## src/rtl/bist_pkg.sv

```systemverilog
// Shared constants for the 3-input BIST checker: state encoding, pattern space
// and the expected-response function of the device under test.
package bist_pkg;

   localparam int unsigned NUM_PATTERNS = 8;
   localparam int unsigned PAT_W        = 3;
   localparam int unsigned ERR_W        = 4;

   localparam logic [1:0] ST_IDLE  = 2'd0;
   localparam logic [1:0] ST_APPLY = 2'd1;
   localparam logic [1:0] ST_DONE  = 2'd2;

   // Golden response: high only for pattern 110.
   function automatic logic expected_d(input logic [PAT_W-1:0] pat);
      return pat[2] & pat[1] & ~pat[0];
   endfunction

endpackage

```

## src/rtl/bist_hold_timer.sv

```systemverilog
// Per-pattern hold counter: flags the settle sample point and the last hold
// cycle of each pattern while the checker is running.
module bist_hold_timer
   import bist_pkg::*;
#(
   parameter int unsigned HOLD_CYCLES   = 5,
   parameter int unsigned SETTLE_CYCLES = 2
) (
   input  logic clk,
   input  logic reset,
   input  logic clear,
   input  logic run,
   output logic sample_now,
   output logic pattern_end
);

   localparam int unsigned CNT_W = 4;

   logic [CNT_W-1:0] cnt_q;
   logic [CNT_W-1:0] cnt_d;

   assign sample_now  = run && (cnt_q == CNT_W'(SETTLE_CYCLES));
   assign pattern_end = run && (cnt_q == CNT_W'(HOLD_CYCLES - 1));

   always_comb begin
      cnt_d = cnt_q;
      if (clear) begin
         cnt_d = '0;
      end else if (run) begin
         cnt_d = pattern_end ? '0 : cnt_q + 1'b1;
      end
   end

   always_ff @(posedge clk) begin
      if (reset) begin
         cnt_q <= '0;
      end else begin
         cnt_q <= cnt_d;
      end
   end

endmodule

```

## config.mk

```make
export PLATFORM = sky130hd
export DESIGN_NAME = bist_hold_timer
export DESIGN_NICKNAME = d
export VERILOG_FILES = /design/src/rtl/bist_pkg.sv /design/src/rtl/bist_hold_timer.sv
export SDC_FILE = /design/constraint.sdc
export NUM_CORES = 1
export LEC_CHECK = 0
export ABC_AREA = 1
export CAP_MARGIN = 15
export CELL_PAD_IN_SITES_DETAIL_PLACEMENT = 1
export CELL_PAD_IN_SITES_GLOBAL_PLACEMENT = 1
export CORE_AREA = 2 2 39 41
export DETAILED_ROUTE_END_ITERATION = 6
export DIE_AREA = 0 0 41 43
export GPL_TIMING_DRIVEN = 0
export PLACE_DENSITY_LB_ADDON = 0.1
export SLEW_MARGIN = 20
export SYNTH_ARGS = -nofsm -noshare
export SYNTH_HDL_FRONTEND = slang
export SYNTH_SLANG_ARGS = --single-unit
```

## constraint.sdc

```tcl
create_clock -name clk -period 2.2 [get_ports clk]
set_input_delay 0.44 -clock clk [delete_from_list [all_inputs] [get_ports clk]]
set_output_delay 0.44 -clock clk [all_outputs]
set_load 0.02 [all_outputs]
```

# Word level (Yosys, flattened, before mapping)

Index checks and enable logic that the tools add are counted.

Bits in registers: 4
Logic and storage cells: 8
Input bits: 4
Output and inout port bits: 2

Equal/unequal tests: 2
Muxes and demuxes: 1
Add/sub/neg operators: 1
Reductions and logical operators: 3

Operators with widths:

| operator            | count |
|---|---|
| $add 4x1->4 const B | 1 |
| $eq 4x2->1 const B  | 1 |
| $eq 4x3->1 const B  | 1 |
| $mux 4              | 1 |
| $logic_and 1x1->1   | 2 |
| $reduce_or 2->1     | 1 |

# Longest topological paths before layout

Gate-level depths: netlist of run 1.

Depth after elaboration: 3
Mapped depth: 5
Mapped depth without buffers: 5

# Worst setup path after synthesis of run 1

Ideal clock, no wire load.

Path kind: flip-flop to output port
From: register cnt_q[0]
To: output port sample_now
Path buffers: 0
Slack: 0.730 ns
Cell stages (with the launch flop): 5
Required time: 1.760 ns
Data arrival time: 1.030 ns
Cell sequence: dfxtp_1 inv_1 ha_1 nand2_1 nor3_1

Word-level cells in the longest chain between the ends: 2

Ends and longest elaborated chain:

| item                   | RTL line              | RTL |
|---|---|---|
| start, declared        | bist_hold_timer.sv:19 | `logic [CNT_W-1:0] cnt_q;` |
| start signal, assigned | bist_hold_timer.sv:38 | `cnt_q <= cnt_d;` |
| $eq 4x2->1             | bist_hold_timer.sv:22 | `assign sample_now = run && (cnt_q == CNT_W'(SETTLE_CYCLES));` |
| $logic_and 1x1->1      | bist_hold_timer.sv:22 |  |
| end, declared          | bist_hold_timer.sv:13 | `output logic sample_now,` |

Every way passes these cells.

# Worst setup path in the final report of run 1

From: input port run
To: output port pattern_end

Word-level cells in the longest chain between the ends: 1

Ends and longest elaborated chain:

| item              | RTL line              | RTL |
|---|---|---|
| start, declared   | bist_hold_timer.sv:12 | `input logic run,` |
| $logic_and 1x1->1 | bist_hold_timer.sv:23 | `assign pattern_end = run && (cnt_q == CNT_W'(HOLD_CYCLES - 1));` |
| end, declared     | bist_hold_timer.sv:14 | `output logic pattern_end` |

Every way passes these cells.

==> flow_summary_export.csv, run 1 <==
group,metric,value,unit
run_status,run_status,"complete, no violations",
min_path,min-delay-start,"cnt_q[1]$_SDFFE_PP0P_",
sta,fin_crit,2.00,ns
global_route,grt_antenna_before_repair,0,
routing,route.antenna.remaining_nets,0,
setup_path,cp_data_required_time,1.76,ns
setup_path,cp_data_arrival_time,1.56,ns
routing,routed_wire_length_per_instance,8.67,µm
yosys,post_synth_num_cell_types,12,
floorplan,core_area,0.00138,mm²
routing,vias,231,
cts,ctsLongestPathBuffers,2,
global_route,grt_overflow,0,
sta,rsz0062_at_grt,"no",
power_and_ir_drop,switching_share,0.207,
cts,numClockSinks,4,
cts,worstSkewPairLatency,0.23,ns
power_and_ir_drop,power.share.clock,0.487,
yosys,synthesis.area,230,µm²
global_route,grt_start_max_net_pins,6,
setup_path,start_kind,"input port",
floorplan,io_pins,6,
power_and_ir_drop,power.sequential.fraction,0.423,
finish,top_regs,"cnt_q: 4 flops",
placement,post-dp-hpwl,432,µm
sta,final.setup.tns,0,ns
setup_path,end_kind,"output port",
finish,max_flop_register,"cnt_q",
setup_path,crit_family,"buffers and inverters",
setup_path,critical_path.cell_chain,"clkdlybuf4s50_1, nand4_1, inv_1, dlygate4sd2_1",
cts,cts_tree,"yes",
cts,clock_transition_at_the_registers_of_the_reported_paths,0.04,ns
yosys,synth-seq-area-share,0.348,
floorplan,floorplan.die_area,0.00176,mm²
power_and_ir_drop,cellPowerDensity,566,mW/mm²
sta,period_share,0.910,
routing,via_per_inst,4.05,
yosys,post_syn_instances,33,
floorplan,rows,14,
setup_path,timing_worst_setup_path_type,"input port to output port",
floorplan,die_height,43,µm
floorplan,initial_core_utilization,0.166,
cts,ctsHoldBuffers,0,
global_route,globalRouteMet3Util,0.0628,
routing,drt-total-wl,494,µm
finish,layout.cells.most_common,"nand2_1",
yosys,syn_nets,40,
global_route,global_route.usage.met1,0.0865,
cts,cts_buffers,3,
routing,drcViolationCount,0,
finish,ratio_of_cells_with_drive_above_1_in_the_final_layout,0.0732,
flow_run,max_cap_viols,0,
routing,dr.first_iter.drc_count,0,
placement,finalWeightedCongestion,0.591,
sta,number_of_hold_slack_violations_in_the_final_timing_report,0,
finish,largest_reg_flops,4,
power_and_ir_drop,design_power_total,181,µW
cts,ctsRootBufferMaster,"clkbuf_4",
floorplan,die_width,41,µm
power_and_ir_drop,power.switching,37.5,µW
global_route,grt_most_used_layer,"met2",
sta,fin_skew,0.00163,ns
global_route,grt_first_pass_wirelength,938,µm
min_path,worstHoldPathType,"flop to flop",
finish,layout_common_cells,"nand2_1 (8), inv_1 (5), nor2_1 (5)",
setup_path,timing.critical_path.slowest_cell_delay,0.55,ns
sta,timing.final.max_slew_violations,0,
global_route,grt_pass1_vias,243,
sta,fmax,499,MHz
routing,detail_route.first_pass.iterations,1,
setup_path,timing.critical_path.from,"run",
power_and_ir_drop,cell_internal_pwr,144,µW
yosys,yosys_warnings,0,
global_route,globalRouteMet2Util,0.119,
finish,syn_to_final_growth,39.1,%
cts,htree_levels,1,
sta,worst_margin_pin_slew,0.264,ns
global_route,track_usage,0.0802,
sta,setup_viol,0,
finish,n_antenna_cell,0,
power_and_ir_drop,power.ir.vdd_worst,332,µV
setup_path,worst-path-buf-inv,3,
setup_path,critPathMaxFanout,5,
finish,number_of_nets_in_the_layout,50,
yosys,synthesized_area_divided_by_synthesized_cell_count,6.98,µm²
setup_path,crit_slowest_cell,"clkdlybuf4s50_1",
yosys,synth-seq-cells,4,
setup_path,crit-reg2reg-launch,"cnt_q[0]$_SDFFE_PP0P_",
power_and_ir_drop,share_comb_of_total_power,0.090,
placement,number_of_port_buffers,5,
power_and_ir_drop,power.static_leakage,0.000146,µW
sta,worst_slew_margin_rel,0.823,
## power by group through the flow
stage / clock (µW) / sequential (µW) / combinational (µW)
CTS: 93.0 / 76.7 / 16.8
floorplan: 0 / 77.3 / 7.79
global route: 98.7 / 77.1 / 19.1
finish: 88.3 / 76.7 / 16.3
detailed placement: 0 / 77.8 / 17.0
global placement: 0 / 77.7 / 16.5
## worst min-delay path, delay by kind of cell, from the launching register on
kind            cells  cell delay [ns]
flops               1             0.33
compound gates      1             0.06
buf+inv             1             0.08
## worst paths after layout
path	to	slack, ns	depth (start not counted)
setup / recovery	pattern_end	0.20	4
hold / removal	cnt_q[1]$_SDFFE_PP0P_	0.52	2
setup reg to reg	cnt_q[1]$_SDFFE_PP0P_	1.10	4
hold reg to reg	cnt_q[1]$_SDFFE_PP0P_	0.52	2
## per-stage QoR
| stage | std cells | instance area [µm²] | hold WS (ns) | setup WS (ns) | util |
|---|---|---|---|---|---|
| final | 57 | 320 | 0.517 | 0.198 | 0.231 |
| after global routing | 57 | 320 | 0.562 | 0.105 | 0.231 |
| after global placement | 54 | 300 | 0.505 | -0.0977 | 0.217 |
| after detailed placement | 54 | 300 | 0.522 | -0.0921 | 0.217 |
| after CTS | 57 | 320 | 0.527 | 0.180 | 0.231 |
| after floorplan | 33 | 230 | 0.484 | 0.730 | - |
## timing repair
item                       4_1_cts  5_1_grt
buffers inserted                 0        0
gates resized for setup          2        0
setup endpoints to repair        2        0
## routing by layer
metal	up-vias	part of all wire
met3	0	0.073
met4	0	0
met2	5	0.50
met1	106	0.43
li1	120	-
met5	-	0
## final cells by class
cell class              instances  area [µm²]
fillers                       173        1060
well taps                      16        20.0
inverters                       5        18.8
repair buffers                  5        47.5
clock buffers                   3        22.5
multi-input cells              24         131
flip-flops and latches          4        80.1
## cells by family (layout without fill, tap and decap cells)
| family | count (synthesis) | count (layout) | share of synthesized area |
|---|---|---|---|
| and+or+nand+nor | 17 | 17 | 0.304 |
| buffers and inverters | 5 | 13 | 0.0815 |
| DFF | 4 | 4 | 0.348 |
| adders and majority gates | 3 | 3 | 0.163 |
| AOI/OAI and AO/OA | 3 | 3 | 0.0652 |
| xor gates and xnor gates | 1 | 1 | 0.0381 |
## synth_stat cells (all sizes together)
master | count | area [µm²]
nand2 | 8 | 30.0
inv | 5 | 18.8
nor2 | 5 | 18.8
dfxtp | 4 | 80.1
ha | 3 | 37.5
nand3 | 2 | 10.0
o21ai | 2 | 10.0
a21oi | 1 | 5.00
nand4 | 1 | 6.26
nor3 | 1 | 5.00
xor2 | 1 | 8.76
No activity file was read; power rests on OpenSTA's default activity.
==> run 2: changes to the inputs <==
CTS_CLUSTER_SIZE = 12   (was default)
==> results of run 2 <==
The final DEF is identical to that of run 1; final timing and power are the same.
==> patch 1: new RTL, settings of run 1 <==
Set the localparam `CNT_W` to 6 (it was 4).
--- a/src/rtl/bist_hold_timer.sv
+++ b/src/rtl/bist_hold_timer.sv
@@ -14,7 +14,7 @@
    output logic pattern_end
 );
 
-   localparam int unsigned CNT_W = 4;
+   localparam int unsigned CNT_W = 6;
 
    logic [CNT_W-1:0] cnt_q;
    logic [CNT_W-1:0] cnt_d;
Function: no difference found for any inputs over 10 cycles, from zero or initial values; that may be too few to reach the edited logic, so the function may still have changed.
==> patch 1 against run 1 <==
- routed wire length is 71% higher
- synthesized area is 59% higher
- critical endpoint unchanged
- non-clock buffer count stayed put
- sequential cell count is 2 higher
- combinational power is 15% higher
- maximum frequency is 2.0% higher
- total power is 32% higher
- count of clock-buffer cells in the layout stayed put
- largest power group is now sequential cells
- final area is 44% higher
- sequential share of layout area is 1.0 points higher
- critical path depth is 3 higher
- largest cell class unchanged
- worst setup slack better by 39 ps
- via count is 48% higher
==> patch 1: results (changes against run 1) <==
Global route
  • Total GRT Usage: 13.0% (+5.0 points)
  • Largest net degree at the start of global routing: 8 (+2)
  • Antenna violations before repair: 0 (unchanged)
  • Vias in the first global route: 335 (+38%)
  • First-pass GRT wire length: 1480 um (+58%)

Critical path
  • Worst Path Arrival: 1520 ps (-40 ps)
  • Cell family with most CP delay: buffers and inverters
  • Worst stage delay on the critical path: 450 ps (-100 ps)
  • Reg2reg path depth: 7 (+3)
  • Slowest-stage cell, CP: dfxtp_1
  • Max FO, Critical Path: 5 (unchanged)

Cells and area
  • Net count, final: 70 (+40%)
  • # diodes: 0 (unchanged)
  • Share of cells above drive strength 1: 14.8% (+7.4 points)
  • Top flop regs: cnt_q (6)

Pwr
  • Leakage: 0.235 nW (+61%)
  • Max VDD drop: 0.201 mV (-39%)
  • PD cells: 518 nW/um^2 (-8.5%)

Logic synthesis
  • Mapped Nets: 60 (+50%)
  • Post-synth ARST share: 0% (unchanged)
  • Netlist cell types: 17 (+5)
  • Main synth FF type: dfxtp_1
  • YS warnings: 0 (unchanged)
  • Number of synthesized flops with an enable pin: 0 (unchanged)
  • Most frequent cells after synthesis: 10 x nand2_1, 9 x inv_1, 7 x nor2_1, 6 x dfxtp_1, 5 x nand3_1
  • Synth area leaders: dfxtp_1 33%, ha_1 10%, nand2_1 10%, inv_1 9.2%, nor2_1 7.2%
  • Seq/Total Area, Yosys: 32.8% (-2.0 points)

Place
  • Gpl congestion: 0.633 (+7.2%)
  • Number of I/O port buffers: 5 (unchanged)
  • Pre-CTS WS: -294 ps (-202 ps)
  • Placed Area: 437 um^2 (+45%)
  • DP Wirelength: 699 um (+62%)

Min path
  • Hold depth: 3 (+1)
  • Hold Crit Class: flop to flop

Clock tree
  • H-tree depth: 1 (unchanged)
  • Num CTS Buffers: 3 (unchanged)
  • Worst-path clk slew: ~50 ps
  • Root Driver: clkbuf_4
  • Max Root-Sink Buffers: 2 (unchanged)
  • Skew-Pair Late Insertion Delay: 250 ps (+20 ps)

Route
  • Routed WL: 845 um (+71%)
  • Via density: 4.44 (+9.6%)
  • First drt pass iteration count: 3 (+2)
  • 1st-iter DRT viols: 2 (+2)

STA
  • Worst Skew: 6.35 ps (+4.71 ps)
  • Max-slew headroom: 78.5% (-3.8 points)

Outcome
  • Status: completed
patch 1: cell count changes after synthesis, sizes merged, moves of 2 or more:
| cell | delta |
|---|---|
| inv | +5 |
| nor2 | +4 |
| nand2 | +4 |
| nand3 | +3 |
| dfxtp | +2 |
patch 1: layout make-up:
| type | instances | area, um^2 |
|---|---|---|
| sequential | 6 | 120 |
| timing repair buffer | 5 | 52.6 |
| clock buffer | 3 | 22.5 |
| inverter | 10 | 37.5 |
| multi-input combinational | 37 | 209 |
| fill | 186 | 922 |
| tap | 16 | 20.0 |
patch 1: worst paths after layout:
check	slack, ps	startpoint	to
max	240	cnt_q[0]	pattern_end
min	550	cnt_q[5]	cnt_q[5]
max reg2reg	970	cnt_q[0]	cnt_q[2]
min reg2reg	550	cnt_q[5]	cnt_q[5]
patch 1: per-layer routing:
| metal | global-route usage, % | vias to the layer above | part of all wire, % |
|---|---|---|---|
| li1 | - | 182 | - |
| met1 | 17.6 | 150 | 50 |
| met2 | 15.9 | 7 | 44 |
| met3 | 6.28 | 3 | 4.1 |
| met4 | 8.00 | 0 | 1.9 |
| met5 | 0 | - | 0 |
patch 1: cell families (layout without fill, tap and decap cells):
| kind of cell | Yosys count | after routing | synth area share (%) |
|---|---|---|---|
| compound gates | 5 | 5 | 8.19 |
| fa+ha+maj | 3 | 3 | 10.2 |
| buf+inv | 10 | 18 | 10.2 |
| flops | 6 | 6 | 32.8 |
| simple gates | 29 | 29 | 38.6 |
patch 1: report_power, final:
part	leakage [nW]	internal, mW	total (mW)	switching [mW]
clock	0.0138	0.0620	0.107	0.0447
sequential	0.0486	0.111	0.114	0.00292
combinational	0.172	0.00883	0.0187	0.00985
total	0.235	0.182	0.239	0.0574
patch 1: timing repair:
action                                  4_1_cts  5_1_grt
pin swaps                                     0        0
setup buffers                                 0        0
endpoints found under the setup margin        2        1
resized for setup                             4        1
endpoints found under the hold margin         0        0
hold buffers                                  0        0
cloned                                        0        0
patch 1: through the flow:
step                      util [%]  setup TNS [ps]  hold WS [ps]  instances
after floorplan                  -               0           515         53
after global placement        31.6            -442           548         74
after detailed placement      31.6            -437           549         74
after CTS                     33.2               0           556         77
after global routing          33.4               0           590         77
final                         33.4               0           554         77
patch 1: worst reg2reg max path, stage by stage, from the launching register on:
cell     delay (ps)
dfxtp_1         450
inv_1           100
ha_1            210
inv_1            50
nor2_1           40
nand3_1         120
nand2_1         100
nor2_1          110
==> patch 2: new RTL, settings of run 1 <==
Made on the original files. One comparison of `cnt_q` changes from == to >=.
--- a/src/rtl/bist_hold_timer.sv
+++ b/src/rtl/bist_hold_timer.sv
@@ -20,7 +20,7 @@
    logic [CNT_W-1:0] cnt_d;
 
    assign sample_now  = run && (cnt_q == CNT_W'(SETTLE_CYCLES));
-   assign pattern_end = run && (cnt_q == CNT_W'(HOLD_CYCLES - 1));
+   assign pattern_end = run && (cnt_q >= CNT_W'(HOLD_CYCLES - 1));
 
    always_comb begin
       cnt_d = cnt_q;
Check against the original RTL: no difference found for any inputs over 10 cycles, from zero or initial values; that may be too few to reach the edited logic, so the function may still have changed.
==> patch 2 against run 1 <==
- worst setup slack improved by 24 ps
- total power barely moved
- synthesized cell count fell by 3.0%
- routed wire length fell by 3.0%
- final area fell by 5.9%
- synthesized area fell by 8.2%
- sequential cell count did not move
- worst hold slack got worse by 57 ps
- first-iteration DRC count rose by 4
- highest routed layer unchanged
==> patch 2: results (changes against run 1) <==
Outcome
  • Status: completed

Cells and area
  • Net count, final: 48 (-4.0%)
  • Fill count: 176 (+1.7%)
  • Share of cells above drive strength 1: 15.0% (+7.7 points)

Place
  • Gpl congestion: 0.595 (+0.76%)
  • Placed Area: 282 um^2 (-6.3%)
  • Pre-CTS WS: -24.6 ps (+67.4 ps)
  • DP Wirelength: 380 um (-12%)

Logic synthesis
  • Seq/Total Area, Yosys: 37.9% (+3.1 points)
  • Synth area leaders: dfxtp_1 38%, nand2_1 14%, ha_1 12%, inv_1 11%, nor2_1 11%
  • Mapped Nets: 38 (-5.0%)
  • Netlist cell types: 10 (-2)
  • Most frequent cells after synthesis: 8 x nand2_1, 6 x inv_1, 6 x nor2_1, 4 x dfxtp_1
  • Adder-cell share of the synthesized area: 11.8% (-4.5 points)
  • Post-Synth XOR/XNOR Area: 0% (-3.8 points)
  • Compound-gate portion of the synthesized area: 2.37% (-4.2 points)

STA
  • Max-slew headroom: 84.8% (+2.5 points)
  • Worst Skew: 5.14 ps (+3.51 ps)

Global route
  • Largest net degree at the start of global routing: 5 (-1)
  • Antenna violations before repair: 0 (unchanged)
  • First-pass GRT wire length: 821 um (-12%)
  • Total GRT Usage: 7.32% (-0.70 points)
  • Vias in the first global route: 216 (-11%)

Critical path
  • Worst stage delay on the critical path: 520 ps (-30 ps)
  • Max FO, Critical Path: 4 (-1)
  • Worst Path Arrival: 1540 ps (-20 ps)

Route
  • First drt pass iteration count: 2 (+1)
  • Via density: 3.86 (-4.8%)
  • Routed WL: 479 um (-3.0%)
  • 1st-iter DRT viols: 4 (+4)

Pwr
  • Leakage: 0.152 nW (+4.5%)
  • Max VDD drop: 0.193 mV (-42%)
==> patch 2: path summary, 6_finish.rpt <==
kind	from	endpoint	slack (ps)	depth (start not counted)
worst max register to register	cnt_q[0]	cnt_q[1]	1250	5
worst min-delay path	cnt_q[3]	cnt_q[3]	460	2
worst max-delay path	run	pattern_end	220	4
worst min register to register	cnt_q[3]	cnt_q[3]	460	2
==> patch 2: cell families after synthesis <==
logic type,count (synthesis)
AOI/OAI and AO/OA,1
adders and majority gates,2
buffers and inverters,7
DFF,4
and+or+nand+nor,18
==> patch 2: per-layer routing <==
| metal | GRT usage [%] | routed length, um | part of all wire [%] | up-vias |
|---|---|---|---|---|
| met5 | 0 | 0 | 0 | - |
| met4 | 2.00 | 0 | 0 | 0 |
| met3 | 6.28 | 39 | 8.1 | 0 |
| met2 | 10.9 | 245 | 51 | 5 |
| met1 | 7.37 | 193 | 40 | 99 |
| li1 | - | - | - | 112 |
==> patch 2: final cells by class <==
class | instances | area (um^2) | area share (%)
multi-input combinational | 21 | 105 | 34.9
sequential | 4 | 80.1 | 26.6
timing repair buffer | 5 | 47.5 | 15.8
inverter | 7 | 26.3 | 8.71
clock buffer | 3 | 22.5 | 7.47
tap | 16 | 20.0 | 6.64
==> patch 2: tightest hold or removal path: cells and delay by family, from the launching register on <==
family           cells  cell delay (ps)
AND/OR/NAND/NOR      2              110
flip-flops           1              310
==> patch 2: timing repair <==
| item | 4_1_cts | 5_1_grt |
|---|---|---|
| endpoints found under the setup margin | 2 | 0 |
| gates resized for setup | 2 | 0 |
| endpoints found under the hold margin | 0 | 0 |
==> patch 2: power by group <==
part	total, mW	leakage (nW)	internal (mW)	switching [mW]
logic	0.0160	0.106	0.00770	0.00826
clock network	0.0902	0.0138	0.0610	0.0293
registers	0.0752	0.0324	0.0742	0.000948
total	0.181	0.152	0.143	0.0385
==> patch 2: stage by stage <==
stage          hold WS (ps)  power [mW]  cells  utilization, %
2_1_floorplan           434      0.0839     32               -
6_report                460       0.181     56            21.8
3_3_place_gp            446      0.0929     53            20.3
5_1_grt                 486       0.200     56            21.8
3_5_place_dp            449      0.0928     53            20.3
4_1_cts                 468       0.186     56            21.8
